$ cat src/rtl/spi_arbiter_if.sv
// rtl/spi_arbiter_if.sv - requester and spi_controller signal bundle for spi_arbiter
interface spi_arbiter_if;
  logic [1:0] req;
  logic [1:0] wr;
  logic [1:0] rd;
  logic [7:0] din0;
  logic [7:0] din1;
  logic [1:0] ignore_resp;
  logic [1:0] grant;
  logic [1:0] wr_ack;
  logic [1:0] rvalid;
  logic [7:0] rdata;
  logic       spi_wr;
  logic       spi_rd;
  logic [7:0] spi_din;
  logic       spi_ignore_response;
  logic       spi_buffer_full;
  logic       spi_buffer_empty;
  logic       spi_data_avail;
  logic [7:0] spi_dout;

  // Environment side: the two requesters plus the spi_controller status/data.
  modport master (
    output req, wr, rd, din0, din1, ignore_resp,
    output spi_buffer_full, spi_buffer_empty, spi_data_avail, spi_dout,
    input  grant, wr_ack, rvalid, rdata,
    input  spi_wr, spi_rd, spi_din, spi_ignore_response
  );

  // Arbiter side.
  modport slave (
    input  req, wr, rd, din0, din1, ignore_resp,
    input  spi_buffer_full, spi_buffer_empty, spi_data_avail, spi_dout,
    output grant, wr_ack, rvalid, rdata,
    output spi_wr, spi_rd, spi_din, spi_ignore_response
  );
endinterface

$ cat src/rtl/spi_arbiter.sv
// rtl/spi_arbiter.sv - two-requester transaction-locking arbiter in front of spi_controller
module spi_arbiter #(
  parameter int TIMEOUT_CYCLES = 4096
) (
  input  logic         clk,
  input  logic         rst_n,
  spi_arbiter_if.slave bus,
  output logic         timeout_flag,
  input  logic         timeout_clr
);
  localparam int            CW      = $clog2(TIMEOUT_CYCLES + 1);
  localparam logic [CW-1:0] CNT_MAX = CW'(TIMEOUT_CYCLES);

  typedef enum logic [1:0] {IDLE, OWN, DRAIN} state_t;

  state_t        state, state_nxt;
  logic          rr;
  logic          owner;
  logic [CW-1:0] idle_cnt;
  logic          grant_take;
  logic          grant_pick;
  logic          wr_acc;
  logic          rd_acc;
  logic          drain_rd;
  logic          tmo_set;
  logic          release_done;

  // State register.
  always_ff @(posedge clk or negedge rst_n) begin
    if (!rst_n) state <= IDLE;
    else        state <= state_nxt;
  end

  // Next state and per-cycle control strobes; the registered spi_wr/spi_rd
  // pulses block a second accept of the same byte on the following cycle.
  always_comb begin
    state_nxt    = state;
    grant_take   = 1'b0;
    grant_pick   = rr;
    wr_acc       = 1'b0;
    rd_acc       = 1'b0;
    drain_rd     = 1'b0;
    tmo_set      = 1'b0;
    release_done = 1'b0;
    case (state)
      IDLE: begin
        if (|bus.req) begin
          grant_take = 1'b1;
          grant_pick = bus.req[rr] ? rr : ~rr;
          state_nxt  = OWN;
        end
      end
      OWN: begin
        if (!bus.req[owner]) begin
          state_nxt = DRAIN;
        end else if (idle_cnt == CNT_MAX) begin
          tmo_set   = 1'b1;
          state_nxt = DRAIN;
        end else begin
          wr_acc = bus.wr[owner] & !bus.spi_buffer_full & !bus.spi_wr;
          rd_acc = bus.rd[owner] & bus.spi_data_avail & !bus.spi_rd & !wr_acc;
        end
      end
      DRAIN: begin
        if (bus.spi_buffer_empty & !bus.spi_data_avail & !bus.spi_rd & !bus.spi_wr) begin
          release_done = 1'b1;
          state_nxt    = IDLE;
        end else begin
          drain_rd = bus.spi_data_avail & !bus.spi_rd;
        end
      end
      default: state_nxt = IDLE;
    endcase
  end

  // Ownership, round-robin pointer and stall counter.
  always_ff @(posedge clk or negedge rst_n) begin
    if (!rst_n) begin
      bus.grant <= 2'b00;
      owner     <= 1'b0;
      rr        <= 1'b0;
      idle_cnt  <= '0;
    end else begin
      if (grant_take) begin
        owner     <= grant_pick;
        bus.grant <= grant_pick ? 2'b10 : 2'b01;
      end else if (state_nxt != OWN) begin
        bus.grant <= 2'b00;
      end
      if (release_done) rr <= ~owner;
      if (grant_take | wr_acc | rd_acc)          idle_cnt <= '0;
      else if (state == OWN && idle_cnt != CNT_MAX) idle_cnt <= idle_cnt + CW'(1);
    end
  end

  // Registered command pulses toward spi_controller and acks toward the owner.
  always_ff @(posedge clk or negedge rst_n) begin
    if (!rst_n) begin
      bus.wr_ack              <= 2'b00;
      bus.rvalid              <= 2'b00;
      bus.rdata               <= 8'h00;
      bus.spi_wr              <= 1'b0;
      bus.spi_rd              <= 1'b0;
      bus.spi_din             <= 8'h00;
      bus.spi_ignore_response <= 1'b0;
    end else begin
      bus.wr_ack <= 2'b00;
      bus.rvalid <= 2'b00;
      bus.spi_wr <= 1'b0;
      bus.spi_rd <= 1'b0;
      if (wr_acc) begin
        bus.spi_wr              <= 1'b1;
        bus.spi_din             <= owner ? bus.din1 : bus.din0;
        bus.spi_ignore_response <= bus.ignore_resp[owner];
        bus.wr_ack              <= owner ? 2'b10 : 2'b01;
      end
      if (rd_acc) begin
        bus.spi_rd <= 1'b1;
        bus.rdata  <= bus.spi_dout;
        bus.rvalid <= owner ? 2'b10 : 2'b01;
      end
      if (drain_rd) bus.spi_rd <= 1'b1;
    end
  end

  // Sticky forced-release flag; a set in the same cycle beats the clear.
  always_ff @(posedge clk or negedge rst_n) begin
    if (!rst_n)           timeout_flag <= 1'b0;
    else if (tmo_set)     timeout_flag <= 1'b1;
    else if (timeout_clr) timeout_flag <= 1'b0;
  end
endmodule

$ cat src/flat_wrapper.sv
// flat-port wrapper written by rule: the top's interface ports become plain ports
module spi_arbiter_flat 
#(
  parameter int TIMEOUT_CYCLES = 4096
)
  (clk, rst_n, timeout_flag, timeout_clr, bus_req, bus_wr, bus_rd, bus_din0, bus_din1, bus_ignore_resp, bus_spi_buffer_full, bus_spi_buffer_empty, bus_spi_data_avail, bus_spi_dout, bus_grant, bus_wr_ack, bus_rvalid, bus_rdata, bus_spi_wr, bus_spi_rd, bus_spi_din, bus_spi_ignore_response);
  spi_arbiter_if bus_i ();
  input  logic clk;
  input  logic rst_n;
  output logic timeout_flag;
  input  logic timeout_clr;
  input wire logic [$bits(bus_i.req)-1:0] bus_req;
  input wire logic [$bits(bus_i.wr)-1:0] bus_wr;
  input wire logic [$bits(bus_i.rd)-1:0] bus_rd;
  input wire logic [$bits(bus_i.din0)-1:0] bus_din0;
  input wire logic [$bits(bus_i.din1)-1:0] bus_din1;
  input wire logic [$bits(bus_i.ignore_resp)-1:0] bus_ignore_resp;
  input wire logic [$bits(bus_i.spi_buffer_full)-1:0] bus_spi_buffer_full;
  input wire logic [$bits(bus_i.spi_buffer_empty)-1:0] bus_spi_buffer_empty;
  input wire logic [$bits(bus_i.spi_data_avail)-1:0] bus_spi_data_avail;
  input wire logic [$bits(bus_i.spi_dout)-1:0] bus_spi_dout;
  output wire logic [$bits(bus_i.grant)-1:0] bus_grant;
  output wire logic [$bits(bus_i.wr_ack)-1:0] bus_wr_ack;
  output wire logic [$bits(bus_i.rvalid)-1:0] bus_rvalid;
  output wire logic [$bits(bus_i.rdata)-1:0] bus_rdata;
  output wire logic [$bits(bus_i.spi_wr)-1:0] bus_spi_wr;
  output wire logic [$bits(bus_i.spi_rd)-1:0] bus_spi_rd;
  output wire logic [$bits(bus_i.spi_din)-1:0] bus_spi_din;
  output wire logic [$bits(bus_i.spi_ignore_response)-1:0] bus_spi_ignore_response;
  assign bus_i.req = bus_req;
  assign bus_i.wr = bus_wr;
  assign bus_i.rd = bus_rd;
  assign bus_i.din0 = bus_din0;
  assign bus_i.din1 = bus_din1;
  assign bus_i.ignore_resp = bus_ignore_resp;
  assign bus_i.spi_buffer_full = bus_spi_buffer_full;
  assign bus_i.spi_buffer_empty = bus_spi_buffer_empty;
  assign bus_i.spi_data_avail = bus_spi_data_avail;
  assign bus_i.spi_dout = bus_spi_dout;
  assign bus_grant = bus_i.grant;
  assign bus_wr_ack = bus_i.wr_ack;
  assign bus_rvalid = bus_i.rvalid;
  assign bus_rdata = bus_i.rdata;
  assign bus_spi_wr = bus_i.spi_wr;
  assign bus_spi_rd = bus_i.spi_rd;
  assign bus_spi_din = bus_i.spi_din;
  assign bus_spi_ignore_response = bus_i.spi_ignore_response;
  spi_arbiter #(.TIMEOUT_CYCLES(TIMEOUT_CYCLES)) u_core (.clk(clk), .rst_n(rst_n), .bus(bus_i), .timeout_flag(timeout_flag), .timeout_clr(timeout_clr));
endmodule
$ cat config.mk
export PLATFORM = sky130hd
export DESIGN_NAME = spi_arbiter_flat
export DESIGN_NICKNAME = d
export VERILOG_FILES = /design/src/rtl/spi_arbiter_if.sv /design/src/rtl/spi_arbiter.sv /design/src/flat_wrapper.sv
export SDC_FILE = /design/constraint.sdc
export NUM_CORES = 1
export LEC_CHECK = 0
export ABC_AREA = 1
export BUFFER_PORTS_ARGS = -buffer_cell sky130_fd_sc_hd__buf_2
export CELL_PAD_IN_SITES_DETAIL_PLACEMENT = 0
export CELL_PAD_IN_SITES_GLOBAL_PLACEMENT = 1
export CORE_ASPECT_RATIO = 0.6
export CORE_MARGIN = 1
export CORE_UTILIZATION = 38
export CTS_CLUSTER_DIAMETER = 30
export CTS_CLUSTER_SIZE = 16
export DETAILED_ROUTE_END_ITERATION = 8
export HOLD_SLACK_MARGIN = 0.05
export PLACE_DENSITY_LB_ADDON = 0.3
export SYNTH_ARGS = -nofsm -noshare
export SYNTH_HDL_FRONTEND = slang
export SYNTH_SLANG_ARGS = --single-unit
$ cat constraint.sdc
create_clock -name clk -period 2.25 [get_ports clk]
set_clock_uncertainty 0.2 [all_clocks]
set_input_delay 0.45 -clock clk [delete_from_list [all_inputs] [get_ports clk]]
set_output_delay 0.45 -clock clk [all_outputs]
set_load 0.01 [all_outputs]
# --- Word level (Yosys, flattened, before mapping) ---
# Cells that the tools add are included.
op_classes:
  add_sub_neg: 1
  magnitude_cmp: 2
  eq_ne: 5
  n_mux: 47
  bitwise_logic: 13
  n_reduce_logical: 11
ops:
  columns: ["operator", "n"]
  rows:
  - ["1-bit 2-to-1 mux", 33]
  - ["13-bit 2-to-1 mux", 2]
  - ["2-bit 2-to-1 mux", 10]
  - ["13-bit by 1-bit adder with 13-bit output (second input constant)", 1]
  - ["13-bit equality test (second input constant)", 1]
  - ["13-bit != test (second input constant)", 1]
  - ["1-bit AND", 9]
  - ["8-bit 2-to-1 mux", 1]
  - ["2-bit case mux with 3 select lines", 1]
  - ["2-bit nonzero test", 3]
  - ["1-bit logical NOT", 5]
  - ["1-bit by 2-bit less-than comparator with 1-bit output (second input constant)", 2]
  - ["2-bit by 1-bit equality test with 1-bit output (second input constant)", 1]
  - ["2-bit equality test (second input constant)", 1]
  - ["2-bit logical NOT", 1]
  - ["2-bit by 1-bit != test with 1-bit output (second input constant)", 1]
  - ["1-bit NOT", 2]
  - ["1-bit OR", 2]
  - ["2-bit OR reduction", 1]
  - ["1-bit logical AND", 1]
word_totals:
  ff_bits: 43
  input_bits: 38
  out_inout_bits: 26
  word_cells: 92

# --- Longest topological paths before layout ---
depth:
  depth_word: 11
  mapped_depth: 12

# --- Least setup slack after synthesis ---
# No wires, ideal clock.
synth_path:
  path_type: "register -> register"
  startpoint: "register u_core.idle_cnt[0]"
  endpoint: "register u_core.idle_cnt[1]"
  setup_time_ns: 0.074
  arrival_ns: 1.526
  path_slack_ns: 0.450
  stages_incl_launch_ff: 12
  path_buffers: 1
  period_less_slack_ns: 1.800
  cell_sequence: "dfrtp_1 -> inv_1 -> ha_1 -> nand2_2 -> nor2_4 -> nand3_4 -> nand2_2 -> nor2_8 -> nor2_8 -> inv_4 -> buf_12 -> a21oi_4"
synth_between:
  elab_chain_cells: 7
  word_cells_on_any_way: 15
synth_lines:
  columns: ["element", "line", "rtl"]
  rows:
  - ["start, declared", "spi_arbiter.sv:19", "logic [CW-1:0] idle_cnt;"]
  - ["start signal, assigned", "spi_arbiter.sv:92", "else if (state == OWN && idle_cnt != CNT_MAX) idle_cnt <= idle_cnt + CW'(1);"]
  - ["13-bit equality test", "spi_arbiter.sv:56", "end else if (idle_cnt == CNT_MAX) begin"]
  - ["1-bit 2-to-1 mux", "spi_arbiter.sv:56", null]
  - ["1-bit 2-to-1 mux", "spi_arbiter.sv:54", "if (!bus.req[owner]) begin"]
  - ["1-bit 2-to-1 mux", "spi_arbiter.sv:45", "case (state)"]
  - ["1-bit OR (2 in a row)", "spi_arbiter.sv:91", "if (grant_take | wr_acc | rd_acc) idle_cnt <= '0;"]
  - ["13-bit 2-to-1 mux / 2-bit nonzero test (equally long branches)", null, null]
# Parallel ways exist; a longest one is shown, timed or not. The select of a mux whose other input is x is not followed.
# A chain may end at the register's enable or synchronous reset.

# --- Final worst setup path ---
layout_path:
  startpoint: "register u_core.owner"
  endpoint: "register u_core.idle_cnt[0]"
layout_between:
  elab_chain_cells: 11
  word_cells_on_any_way: 22
layout_lines:
  columns: ["element", "line", "rtl"]
  rows:
  - ["start, declared", "spi_arbiter.sv:18", "logic owner;"]
  - ["start signal, assigned", "spi_arbiter.sv:85", "owner <= grant_pick;"]
  - ["1-bit 2-to-1 mux (not written as such) (2 in a row)", "spi_arbiter.sv:60", "wr_acc = bus.wr[owner] & !bus.spi_buffer_full & !bus.spi_wr;"]
  - ["1-bit AND (2 in a row)", "spi_arbiter.sv:60", null]
  - ["1-bit logical NOT", "spi_arbiter.sv:61", "rd_acc = bus.rd[owner] & bus.spi_data_avail & !bus.spi_rd & !wr_acc;"]
  - ["1-bit AND", "spi_arbiter.sv:61", null]
  - ["1-bit 2-to-1 mux", "spi_arbiter.sv:56", null]
  - ["1-bit 2-to-1 mux", "spi_arbiter.sv:54", null]
  - ["1-bit 2-to-1 mux", "spi_arbiter.sv:45", null]
  - ["1-bit OR (*)", "spi_arbiter.sv:91", null]
  - ["13-bit 2-to-1 mux / 2-bit nonzero test (equally long branches)", null, null]
# Every way passes the cells marked *; elsewhere a longest branch is shown, timed or not. The select of a mux whose other input is x is not followed.

==> out/results.txt <==
clk sinks - 43
Die H - 62.0 um
TritonCTS clock tree - built
Worst VDD drop - 0.000388 V
Net count, final - 379
Routed WL - 4990 um
ANT nets after route - 0
Synth Area in XOR/XNOR - 1.54%
port bufs - 63
met2 wire length - 1820 um
synthesized area per cell - 8.44 sq um
setup slack after layout - 236 ps
P_int - 1.60 mW
crit path DAT - 1990 ps
Net Count, Synth - 310
DR DRC count - 0
Comb power frac - 41.3%
# Post-CTS Setup Buffers - 0
Synth Area in Simple Gates - 38.2%
Adder-Cell Fraction of Synth Area - 1.10%
Vias - 1859
outcome - completed
layout overhead on the synthesized area - 21.2%
layout cells sized above 1 - 33.2%
WS Path Type - register to register
CORE AREA - 5680 sq um
Max H-tree Level - 2
Clk network pwr share - 17.2%
Hold Violations, Final - 0
P_sw - 1.17 mW
proportion of synthesized area in mux cells - 0%
max-slew violation count - 0
die width - 102 um
clock latency on the worst-skew pair - 300 ps
routed length per instance - 11.9 um
DIE AREA - 6320 sq um
CTS root buf - clkbuf_8
fin crit share - 89.5%
MaxCap Viol Count - 0
cell mode on critical path - nor2_8
clock transition at the registers of the reported paths - 90 ps
drt pass-1 iters - 4
RSZ-0062 raised after global routing - false
Netlist cell types - 31
Worst-Margin Slew - 449 ps
dpl ws - 233 ps
initial antenna violation count - 0
post-cts sizing count - 0
vias per cell - 4.43
Slew headroom - 70.1%
Tot GR Track Use - 17.5%
Congestion Overflow GR - 0
Synth Register Bits - 43
Worst path slowest cell - dfrtp_1
Synth Flop Type - dfrtp_1
Switching Share - 42.1%
Synth Area in Compound Gates - 4.34%
Synth async-reset ratio - 100%
CTS buffer count - 5
global-route wire length before repair - 8050 um
Synth Cell Area - 2280 sq um
PwrDens - 1000 nW/um^2
# IOs - 64
leading area contributor after synthesis - dfrtp_1
CTS max path bufs - 2
Pleak - 1.43 nW
Worst EP required - 2230 ps
post-DP HPWL - 3930 um
WL met3 - 230 um
Cells after Synth - 270
crit-path max cell delay - 620 ps
setup violators final - 0
Fmax - 496 MHz
uppermost routed layer - met4
most common cell in the netlist - nand2_1
post-synthesis sequential area ratio - 47.2%
share of Yosys cell area claimed by the top area cell type - 47.2%
vias in the first global route - 1619
largest family of logic cells by synthesized area - simple AND/OR/NAND/NOR gates
Post-synth top cells - nand2_1, dfrtp_1, inv_1, nand3_1
largest net degree at the start of global routing - 21
Worst Hold Class - primary input to register
number of synthesized flops with an enable pin - 0
Rows - 21
register share of total power - 41.5%
Initial Utilization - 40.2%
Hold Buf Count CTS - 1
Met1 Routed Length - 2870 um
fin crit period - 2010 ps
crit path capture type - register
ANT cells - 0
CP Launch Type - register
yosys warns - 0
setup TNS - 0 ps
critical path cell sequence - o21ai_2, nor2_4, nand2_2, nor2_8, nor2_8, inv_4, a21oi_1
final estimated routing congestion in global placement - 0.773
CP Max Fanout - 11
Synth area leaders - dfrtp_1, nand2_1, nor2_4
Iter 0 DRT Violations - 73
-- kinds of logic after synthesis --
| logic type | count (synthesis) |
|---|---|
| compound gates | 15 |
| flops | 43 |
| simple gates | 169 |
| xor+xnor | 4 |
| buf+inv | 37 |
| fa+ha+maj | 2 |
-- worst max-delay path, delay by kind of cell, from the launching register on --
| family | cells | cell delay, ps |
|---|---|---|
| AO/OA/AOI/OAI | 2 | 270 |
| AND/OR/NAND/NOR | 4 | 550 |
| flip-flops | 1 | 620 |
| buffers and inverters | 1 | 250 |
-- power groups by stage --
| stage | logic (mW) | registers (mW) | clock network, mW |
|---|---|---|---|
| finish | 1.14 | 1.15 | 0.477 |
| global route | 1.30 | 1.18 | 0.523 |
| CTS | 1.16 | 1.15 | 0.489 |
| detailed placement | 1.15 | 1.16 | 0 |
| global placement | 1.14 | 1.16 | 0 |
| floorplan | 0.804 | 1.20 | 0 |
-- final timing paths --
| kind | startpoint | end | slack, ps | depth (start not counted) |
|---|---|---|---|---|
| hold reg to reg | u_core.bus.rdata[0] | u_core.bus.rdata[0] | 270 | 2 |
| setup reg to reg | u_core.owner | u_core.idle_cnt[0] | 240 | 7 |
| max in group asynchronous | rst_n | u_core.bus.rvalid[1] | 860 | 3 |
| min in group asynchronous | rst_n | u_core.state[1] | 430 | 2 |
| setup / recovery | u_core.owner | u_core.idle_cnt[0] | 240 | 7 |
| hold / removal | timeout_clr | u_core.timeout_flag | 130 | 2 |
-- cell type report --
type / count / area (sq um)
flip-flops and latches: 43 / 1080
clock inverters: 3 / 15.0
repair buffers: 67 / 348
inverters: 32 / 125
fillers: 609 / 2910
multi-input cells: 190 / 1030
well taps: 80 / 100
clock buffers: 5 / 68.8
-- sequential cells by signal (all words and copies together), names as in the netlist --
name	cells
u_core.bus.spi_ignore_response	1
u_core.bus.rdata	8
u_core.timeout_flag	1
u_core.bus.wr_ack	2
u_core.bus.spi_wr	1
u_core.idle_cnt	13
u_core.bus.spi_din	8
u_core.rr	1
u_core.state	2
u_core.bus.grant	2
u_core.bus.rvalid	2
u_core.owner	1
u_core.bus.spi_rd	1
-- stage by stage --
stage               std cells  power, mW  hold WS (ps)  area (sq um)  utilization (%)
global placement          411       2.30           227          2670             47.0
detailed placement        411       2.31           234          2670             47.0
finish                    420       2.77           133          2760             48.7
floorplan                 270       2.01         -45.6          2280                -
global route              420       3.00           135          2760             48.7
CTS                       420       2.80           130          2760             48.7
-- layer usage --
| layer | vias to the layer above | track usage, % |
|---|---|---|
| met2 | 45 | 22.6 |
| met1 | 828 | 27.6 |
| met5 | - | 0 |
| li1 | 979 | - |
| met4 | 0 | 6.73 |
| met3 | 7 | 3.69 |
-- cell usage in the layout (no fill, tap or decap), drive strengths merged --
master         n
a21boi         1
a21oi          3
a31oi          1
buf           66
clkbuf         5
clkinv         3
dfrtp         43
dlygate4sd3    1
ha             2
inv           32
nand2        104
nand3         24
nand3b         1
nand4          1
nor2          33
nor3           6
o21ai          8
o22ai          1
o32ai          1
xor2           4
Note: power is estimated with default switching activity, not from simulation.
